`src/rtl/stream_mux_pkg.sv`:
```
// Shared types and helpers for the round-robin stream multiplexer.
//   mux_mode_e : run-time mode selector (static select or round-robin)
//   next_idx   : channel index increment that wraps n-1 back to 0
package stream_mux_pkg;

  typedef enum logic {
    MODE_STATIC = 1'b0,
    MODE_RR     = 1'b1
  } mux_mode_e;

  // Next channel after idx in a ring of n channels.
  function automatic int unsigned next_idx(input int unsigned idx, input int unsigned n);
    return (idx >= n - 1) ? 0 : idx + 1;
  endfunction

endpackage

```
`src/rtl/rr_arbiter.sv`:
```
// Combinational round-robin arbiter.
//   req       : per-channel request vector
//   ptr       : highest-priority channel index this cycle (must be < NUM_CH)
//   grant     : one-hot grant, zero when no request
//   gidx      : index of the granted channel (0 when no request)
//   any_grant : at least one request was granted
module rr_arbiter
  import stream_mux_pkg::*;
#(
  parameter int unsigned NUM_CH = 4,
  parameter int unsigned SEL_W  = $clog2(NUM_CH)
) (
  input  logic [NUM_CH-1:0] req,
  input  logic [SEL_W-1:0]  ptr,
  output logic [NUM_CH-1:0] grant,
  output logic [SEL_W-1:0]  gidx,
  output logic              any_grant
);

  localparam int unsigned DBL_W = 2 * NUM_CH;

  logic [NUM_CH-1:0] mask;
  logic [NUM_CH-1:0] masked;
  logic [DBL_W-1:0]  dbl;

  // Lower half keeps only requests at or above ptr; upper half holds the full
  // request vector so a scan from bit 0 naturally wraps past NUM_CH-1.
  always_comb begin
    mask = '0;
    for (int unsigned i = 0; i < NUM_CH; i++) begin
      mask[i] = (i >= 32'(ptr));
    end
    masked = req & mask;
    dbl    = {req, masked};
  end

  // Lowest set bit of the doubled vector is the winner; fold it back to a channel.
  always_comb begin
    any_grant = 1'b0;
    gidx      = '0;
    for (int unsigned k = 0; k < DBL_W; k++) begin
      if (dbl[k] && !any_grant) begin
        any_grant = 1'b1;
        gidx      = (k >= NUM_CH) ? SEL_W'(k - NUM_CH) : SEL_W'(k);
      end
    end
  end

  always_comb begin
    grant = '0;
    if (any_grant) begin
      grant = NUM_CH'(1) << gidx;
    end
  end

endmodule

```
`src/rtl/stream_mux_rr.sv`:
```
// N-channel valid/ready stream multiplexer with a single registered output
// stage; static select or round-robin arbitration chosen at run time.
//   clk, rst_n : clock, asynchronous active-low reset
//   mode       : 0 = static select via sel, 1 = round-robin
//   sel        : channel used in static mode (>= NUM_CH selects nothing)
//   in_data    : flattened channel words, channel i at [i*WIDTH +: WIDTH]
//   in_valid   : per-channel valid
//   in_ready   : per-channel ready (combinational, at most one bit set)
//   out_data   : registered output word
//   out_valid  : registered output valid
//   out_ready  : consumer ready
//   out_ch     : channel that supplied out_data
module stream_mux_rr
  import stream_mux_pkg::*;
#(
  parameter int unsigned NUM_CH = 4,
  parameter int unsigned WIDTH  = 3,
  parameter int unsigned SEL_W  = $clog2(NUM_CH)
) (
  input  logic                    clk,
  input  logic                    rst_n,
  input  logic                    mode,
  input  logic [SEL_W-1:0]        sel,
  input  logic [NUM_CH*WIDTH-1:0] in_data,
  input  logic [NUM_CH-1:0]       in_valid,
  output logic [NUM_CH-1:0]       in_ready,
  output logic [WIDTH-1:0]        out_data,
  output logic                    out_valid,
  input  logic                    out_ready,
  output logic [SEL_W-1:0]        out_ch
);

  mux_mode_e          mode_c;
  logic [NUM_CH-1:0]  req_c;
  logic [NUM_CH-1:0]  grant_c;
  logic [SEL_W-1:0]   gidx_c;
  logic               any_grant_c;
  logic               load_c;
  logic               accept_c;
  logic [WIDTH-1:0]   sel_data_c;

  logic [SEL_W-1:0]   rr_ptr;
  logic [SEL_W-1:0]   rr_ptr_d;
  logic               out_valid_d;
  logic [WIDTH-1:0]   out_data_d;
  logic [SEL_W-1:0]   out_ch_d;

  assign mode_c = mux_mode_e'(mode);

  // Request vector: all valids in round-robin, only the selected one in static.
  always_comb begin
    req_c = '0;
    if (mode_c == MODE_RR) begin
      req_c = in_valid;
    end else if (32'(sel) < NUM_CH) begin
      req_c[sel] = in_valid[sel];
    end
  end

  rr_arbiter #(
    .NUM_CH (NUM_CH),
    .SEL_W  (SEL_W)
  ) u_arb (
    .req       (req_c),
    .ptr       (rr_ptr),
    .grant     (grant_c),
    .gidx      (gidx_c),
    .any_grant (any_grant_c)
  );

  // The output register can take a new word when empty or being drained.
  assign load_c   = !out_valid || out_ready;
  assign accept_c = any_grant_c && load_c;
  assign in_ready = grant_c & {NUM_CH{load_c}};

  // One-hot AND-OR select so unselected (possibly X) channels never reach out_data.
  always_comb begin
    sel_data_c = '0;
    for (int unsigned i = 0; i < NUM_CH; i++) begin
      if (grant_c[i]) begin
        sel_data_c = in_data[i*WIDTH +: WIDTH];
      end
    end
  end

  // Next-state for the output stage and the round-robin pointer.
  always_comb begin
    out_valid_d = out_valid;
    out_data_d  = out_data;
    out_ch_d    = out_ch;
    rr_ptr_d    = rr_ptr;
    if (accept_c) begin
      out_valid_d = 1'b1;
      out_data_d  = sel_data_c;
      out_ch_d    = gidx_c;
      if (mode_c == MODE_RR) begin
        rr_ptr_d = SEL_W'(next_idx(32'(gidx_c), NUM_CH));
      end
    end else if (out_valid && out_ready) begin
      out_valid_d = 1'b0;
    end
  end

  always_ff @(posedge clk or negedge rst_n) begin
    if (!rst_n) begin
      out_valid <= 1'b0;
      out_data  <= '0;
      out_ch    <= '0;
      rr_ptr    <= '0;
    end else begin
      out_valid <= out_valid_d;
      out_data  <= out_data_d;
      out_ch    <= out_ch_d;
      rr_ptr    <= rr_ptr_d;
    end
  end

endmodule

```
`config.mk`:
```
export PLATFORM = sky130hd
export DESIGN_NAME = stream_mux_rr
export DESIGN_NICKNAME = d
export VERILOG_FILES = /design/src/rtl/stream_mux_pkg.sv /design/src/rtl/rr_arbiter.sv /design/src/rtl/stream_mux_rr.sv
export SDC_FILE = /design/constraint.sdc
export NUM_CORES = 1
export LEC_CHECK = 0
export CAP_MARGIN = 20
export CORE_ASPECT_RATIO = 0.7
export CORE_MARGIN = 1
export CORE_UTILIZATION = 25
export DETAILED_ROUTE_END_ITERATION = 12
export GPL_TIMING_DRIVEN = 0
export PLACE_DENSITY = 0.57
export SLEW_MARGIN = 20
export SYNTH_ARGS = -nofsm -noshare
export SYNTH_HDL_FRONTEND = slang
export SYNTH_SLANG_ARGS = --single-unit
export TNS_END_PERCENT = 30
```
`constraint.sdc`:
```
create_clock -name clk -period 6.5 [get_ports clk]
set_clock_uncertainty 0.1 [all_clocks]
set_input_delay 0.65 -clock clk [delete_from_list [all_inputs] [get_ports clk]]
set_output_delay 0.65 -clock clk [all_outputs]
set_load 0.005 [all_outputs]
```
After elaboration in Yosys (flattened, before gate mapping):

Cells that the tools add are included.

* input port bits: 22
* word-level logic and storage cells: 64
* register bits after elaboration: 8

* reductions and logical operators: 21
* bitwise gates (word level): 3
* multiplexer cells: 28
* magnitude comparators: 6
* $add $sub $neg: 1
* shift-type cells: 1

Operators by type and width (count)
* two-way mux 2 bit: 7
* two-way mux 1 bit: 13
* AND 4 bit: 3
* two-way mux 3 bit: 4
* logical AND 1 bit: 10
* zero test 1 bit: 8
* two-way mux 4 bit: 2
* >= comparator 1 x 2 -> 1 bit, first input constant: 2
* left shift 1 x 2 -> 4 bit, first input constant: 1
* less-than comparator 2 x 3 -> 1 bit, second input constant: 1
* adder 2 x 1 -> 2 bit, second input constant: 1
* binary-select mux 1 bit (select 2 bit): 1
* demux 1 bit (select 2 bit): 1
* >= comparator 2 x 1 -> 1 bit, second input constant: 1
* >= comparator 2 bit, first input constant: 1
* >= comparator 2 bit, second input constant: 1
* AND reduction 2 bit: 1
* nonzero test 2 bit: 1
* logical OR 1 bit: 1

Longest topological paths before layout:

Gate-level depths: netlist of run 1.

* depth in word-level cells: 35
* gate-level depth with buffers: 10
* gate-level depth less buffers: 9

Cells and area by module:

From an unflattened synthesis of run 1, not the netlist that was laid out.

* cells, all modules: 81
* area, all modules: 719.4 sq um

By module, submodules not included
* stream_mux_rr: instances 1, area an instance 518.0 sq um, cells an instance 49, seq. area each 200.2 sq um
* rr_arbiter: instances 1, area an instance 201.4 sq um, cells an instance 32, seq. area each 0.0 sq um

Worst setup path before layout of run 1:

No wires, ideal clock.

* path type: input -> output
* start: in sel[0]
* end: out in_ready[3]
* buffers on the path: 1
* arrival: 2.002 ns
* cell stages on the path: 7
* path slack: 3.748 ns
* cells stage by stage: buf_2 > mux2i_1 > nor3b_1 > o32ai_1 > inv_1 > ha_1 > and2_2

* longest elaborated chain between the ends: 32

Ends and longest elaborated chain
* from (decl): line stream_mux_rr.sv:23 `input logic [SEL_W-1:0] sel,`
* less-than comparator 2 x 3 -> 1 bit (not written as such) / >= comparator 2 x 1 -> 1 bit (equally long branches): line stream_mux_rr.sv:56 `req_c[sel] = in_valid[sel];`
* logical AND 1 bit (not written as such): line stream_mux_rr.sv:56
* two-way mux 1 bit (not written as such): line stream_mux_rr.sv:56
* demux 1 bit (select 2 bit): line stream_mux_rr.sv:56
* AND 4 bit (no source line) *
* two-way mux 4 bit *: line stream_mux_rr.sv:53 `if (mode_c == MODE_RR) begin`
* AND 4 bit: line rr_arbiter.sv:33 `masked = req & mask;`
* two-way mux 1 bit: line rr_arbiter.sv:42 `if (dbl[k] && !any_grant) begin`
* (+17 left out)
* two-way mux 1 bit: line rr_arbiter.sv:42
* zero test 1 bit: line rr_arbiter.sv:42
* logical AND 1 bit: line rr_arbiter.sv:42
* two-way mux 2 bit *: line rr_arbiter.sv:42
* net gidx_c[1]: line stream_mux_rr.sv:36 `logic [SEL_W-1:0] gidx_c;`
* left shift 1 x 2 -> 4 bit *: line rr_arbiter.sv:52 `grant = NUM_CH'(1) << gidx;`
* two-way mux 4 bit *: line rr_arbiter.sv:51 `if (any_grant) begin`
* AND 4 bit *: line stream_mux_rr.sv:74 `assign in_ready = grant_c & {NUM_CH{load_c}};`
* to (decl): line stream_mux_rr.sv:26 `output logic [NUM_CH-1:0] in_ready,`

The timed path passes the listed nets; every way through them passes the cells marked *. The select of a mux whose other input is x is not followed.

Worst setup path in the final report of run 1:

* start: in mode
* end: out in_ready[3]

* longest elaborated chain between the ends: 27

Ends and longest elaborated chain
* from (decl): line stream_mux_rr.sv:22 `input logic mode,`
* two-way mux 4 bit *: line stream_mux_rr.sv:53
* AND 4 bit: line rr_arbiter.sv:33
* two-way mux 1 bit: line rr_arbiter.sv:42
* zero test 1 bit: line rr_arbiter.sv:42
* logical AND 1 bit: line rr_arbiter.sv:42
* two-way mux 1 bit: line rr_arbiter.sv:42
* zero test 1 bit: line rr_arbiter.sv:42
* logical AND 1 bit: line rr_arbiter.sv:42
* (+12 left out)
* two-way mux 1 bit: line rr_arbiter.sv:42
* zero test 1 bit: line rr_arbiter.sv:42
* logical AND 1 bit: line rr_arbiter.sv:42
* two-way mux 2 bit *: line rr_arbiter.sv:42
* net gidx_c[1]: line stream_mux_rr.sv:36
* left shift 1 x 2 -> 4 bit *: line rr_arbiter.sv:52
* two-way mux 4 bit *: line rr_arbiter.sv:51
* AND 4 bit *: line stream_mux_rr.sv:74

The timed path passes the listed nets; every way through them passes the cells marked *.

==> flow_metrics.env, run 1 <==
export IMPL_status="complete, no violations"
export IMPL_io_pins=32
export IMPL_leakage_nw=0.474
export IMPL_synth_nets=109
export IMPL_via_per_inst=4.79
export IMPL_cap_violations=0
export IMPL_fin_crit_ns=3.83
export IMPL_ys_top_cells_by_count="dfrtp_1 (8), nand2_1 (7), o21ai_0 (6)"
export IMPL_drc=0
export IMPL_final_net_count=143
export IMPL_grt_pass1_vias=608
export IMPL_first_iter_violations=22
export IMPL_timing_fmax_mhz=261
export IMPL_tightest_slew_ns=0.512
export IMPL_synth_cell_types=34
export IMPL_final_util_pct=39.9
export IMPL_path_class="in2out"
export IMPL_r2r_end="out_data[2]"
export IMPL_rr_worst_depth=8
export IMPL_die_h_um=47.6
export IMPL_synth_top_cell_by_area="dfrtp_1"
export IMPL_area_growth_pct=50.8
export IMPL_core_mm2=0.00280
export IMPL_report_final_hold_viol_count=0
export IMPL_start_util_pct=26.5
export IMPL_drive_gt1_share_pct=15.7
export IMPL_critPathArrivalTime_ns=3.08
export IMPL_fin_crit_sh_pct=59.0
export IMPL_synth_most_common_cell="dfrtp_1"
export IMPL_grt_start_max_net_pins=11
export IMPL_grt_use_total_pct=11.8
export IMPL_hp_class="reg2reg"
export IMPL_holdBufCountCts=0
export IMPL_gr_total_overflow=0
export IMPL_diodes=0
export IMPL_clock_latency_ns=0.22
export IMPL_post_dp_hpwl_um=1510
export IMPL_antenna_found_initial=0
export IMPL_synth_edf_count=0
export IMPL_netlist_instances=83
export IMPL_io_buffers=29
export IMPL_cts_buffers=3
export IMPL_dieArea_mm2=0.00319
export IMPL_synth_ff_type="dfrtp_1"
export IMPL_rsz0062_at_grt="no"
export IMPL_rows=16
export IMPL_end_kind="output port"
export IMPL_final_antenna_net_count=0
export IMPL_synthArstFlopShare_pct=100
export IMPL_crit_fanout=10
export IMPL_synth_avg_cell_area_um2=8.94
export IMPL_cts_resized=0
export IMPL_synthTopCellsByArea="dfrtp_1 (27%), ha_1 (6.7%), mux2_4 (6.1%)"
export IMPL_drt_first_pass_iters=8
export IMPL_synth_top_cell_area_share_pct=27.0
export IMPL_relSlewSlack_pct=65.8
export IMPL_required_ns=5.75
export IMPL_syn_cell_area_um2=742
export IMPL_die_x_um=67.1
export IMPL_finalSetupTns_ns=0
export IMPL_cts_sinks=8
export IMPL_cts_setup_buffers=0
export IMPL_worstReg2RegStart="rr_ptr[0]"
export IMPL_synth_seq_cells=8
export IMPL_grt_pass1_wl_um=2770
export IMPL_cts_tree="built"
export IMPL_cp_endpoint="in_ready[3]"
export IMPL_irDropWorstVdd_mv=0.0870
export IMPL_ys_warnings_count=0
export IMPL_clk_pin_slew_worst_paths_ns=0.04
export IMPL_setup_viol=0
export IMPL_crit_start="mode"
export IMPL_clockBufferDepth=2
export IMPL_power_density_mw_per_mm2=252
export IMPL_wl_um=1850
export IMPL_gp_congestion=0.778
export IMPL_clockRootBuffer="clkbuf_8"
export IMPL_num_vias=724
export IMPL_nFillCells=289
export IMPL_crit_path_start_kind="input port"
export IMPL_slew_viol_final=0
export IMPL_fin_hold_ws_ns=0.407
export IMPL_wire_per_inst_um=12.2
export IMPL_yosysSeqAreaShare_pct=27.0
export IMPL_htree_levels=1
export IMPL_reg2reg_slack_ns=4.03
## cell type report
type | count | area (µm²) | area share (%)
Timing Repair Buffer | 29 | 290 | 26.0
Buffer | 4 | 32.5 | 2.91
Clock buffer | 3 | 41.3 | 3.69
Multi-Input combinational cell | 66 | 490 | 43.8
Sequential cell | 8 | 200 | 17.9
Tap cell | 36 | 45.0 | 4.03
Inverter | 5 | 18.8 | 1.68
## worst max-delay path: stages
cell	delay [ns]
clkdlybuf4s50_1	0.52
buf_2	0.22
nand2b_1	0.12
a21oi_1	0.06
o32ai_1	0.45
inv_1	0.12
ha_1	0.29
and2_2	0.20
clkdlybuf4s50_1	0.44
## layer usage
layer | GRT usage [%] | share of wire [%]
met1 | 16.5 | 50
met2 | 19.2 | 48
met3 | 2.86 | 1.8
met4 | 1.28 | 0
met5 | 0 | 0
## sequential cells by signal, summed over array words and instances, names as in the netlist
signal     count
out_valid      1
out_ch         2
rr_ptr         2
out_data       3
## worst min path at each step
stage,start,end,slack [ns],cells after the start
2_1_floorplan,rst_n,out_ch[0],0.25,0
3_3_place_gp,out_data[1],out_data[1],0.40,1
3_5_place_dp,out_data[2],out_data[2],0.40,1
4_1_cts,out_data[2],out_data[2],0.41,1
5_1_grt,out_ch[0],out_ch[0],0.43,1
6_report,out_data[1],out_data[1],0.41,1
## logic make-up after synthesis
group / Yosys count / share of synthesized area (%)
flops: 8 / 27.0
fa+ha+maj: 4 / 6.75
compound gates: 26 / 24.6
buf+inv: 9 / 6.91
mux: 8 / 13.0
simple gates: 28 / 21.8
## power by group
group	total (mW)	leakage (nW)	internal (mW)	switching, mW
registers	0.0825	0.0940	0.0685	0.0140
clock network	0.0587	0.0216	0.0400	0.0186
logic	0.141	0.358	0.0873	0.0537
## layout by cell type (no fill, tap or decap), drive strengths merged, types with 2 or more instances in the layout
master	netlist	final
clkbuf	0	3
o21ai	8	8
inv	5	5
clkdlybuf4s50	0	29
nand3	2	2
ha	4	4
mux2i	4	4
and2	6	6
dfrtp	8	8
nand2b	2	2
nor2b	5	5
a221oi	2	2
a21oi	5	5
mux2	4	4
nor2	2	2
buf	4	4
o31ai	2	2
nand2	7	7
## stage by stage
| step | total power [mW] | instance area (µm²) | setup WS [ns] | std cells |
|---|---|---|---|---|
| 2_1_floorplan | 0.161 | 742 | 3.75 | 83 |
| 3_3_place_gp | 0.224 | 1080 | 2.69 | 148 |
| 3_5_place_dp | 0.225 | 1080 | 2.64 | 148 |
| 4_1_cts | 0.286 | 1120 | 2.63 | 151 |
| 5_1_grt | 0.308 | 1120 | 2.41 | 151 |
| 6_report | 0.282 | 1120 | 2.67 | 151 |
No activity file was read; power rests on OpenSTA's default activity.
==> inputs of run 2 (changes only) <==
==> constraint.sdc (replaced) <==
create_clock -name clk -period 3.68 [get_ports clk]
set_clock_uncertainty 0.1 [all_clocks]
set_input_delay 0.368 -clock clk [delete_from_list [all_inputs] [get_ports clk]]
set_output_delay 0.368 -clock clk [all_outputs]
set_load 0.005 [all_outputs]
==> results of run 2 <==
Same layout as run 1 (identical final DEF). Status: complete, no violations.
Among the figures that moved: setup slack after placement 2.64 ns -> 0.379 ns; setup slack after layout 2.67 ns -> 0.409 ns; hold slack 0.407 ns -> 0.346 ns; register-to-register setup slack 4.03 ns -> 1.21 ns; total power 0.282 mW -> 0.498 mW; worst IR drop on VDD 0.0870 mV -> 0.154 mV
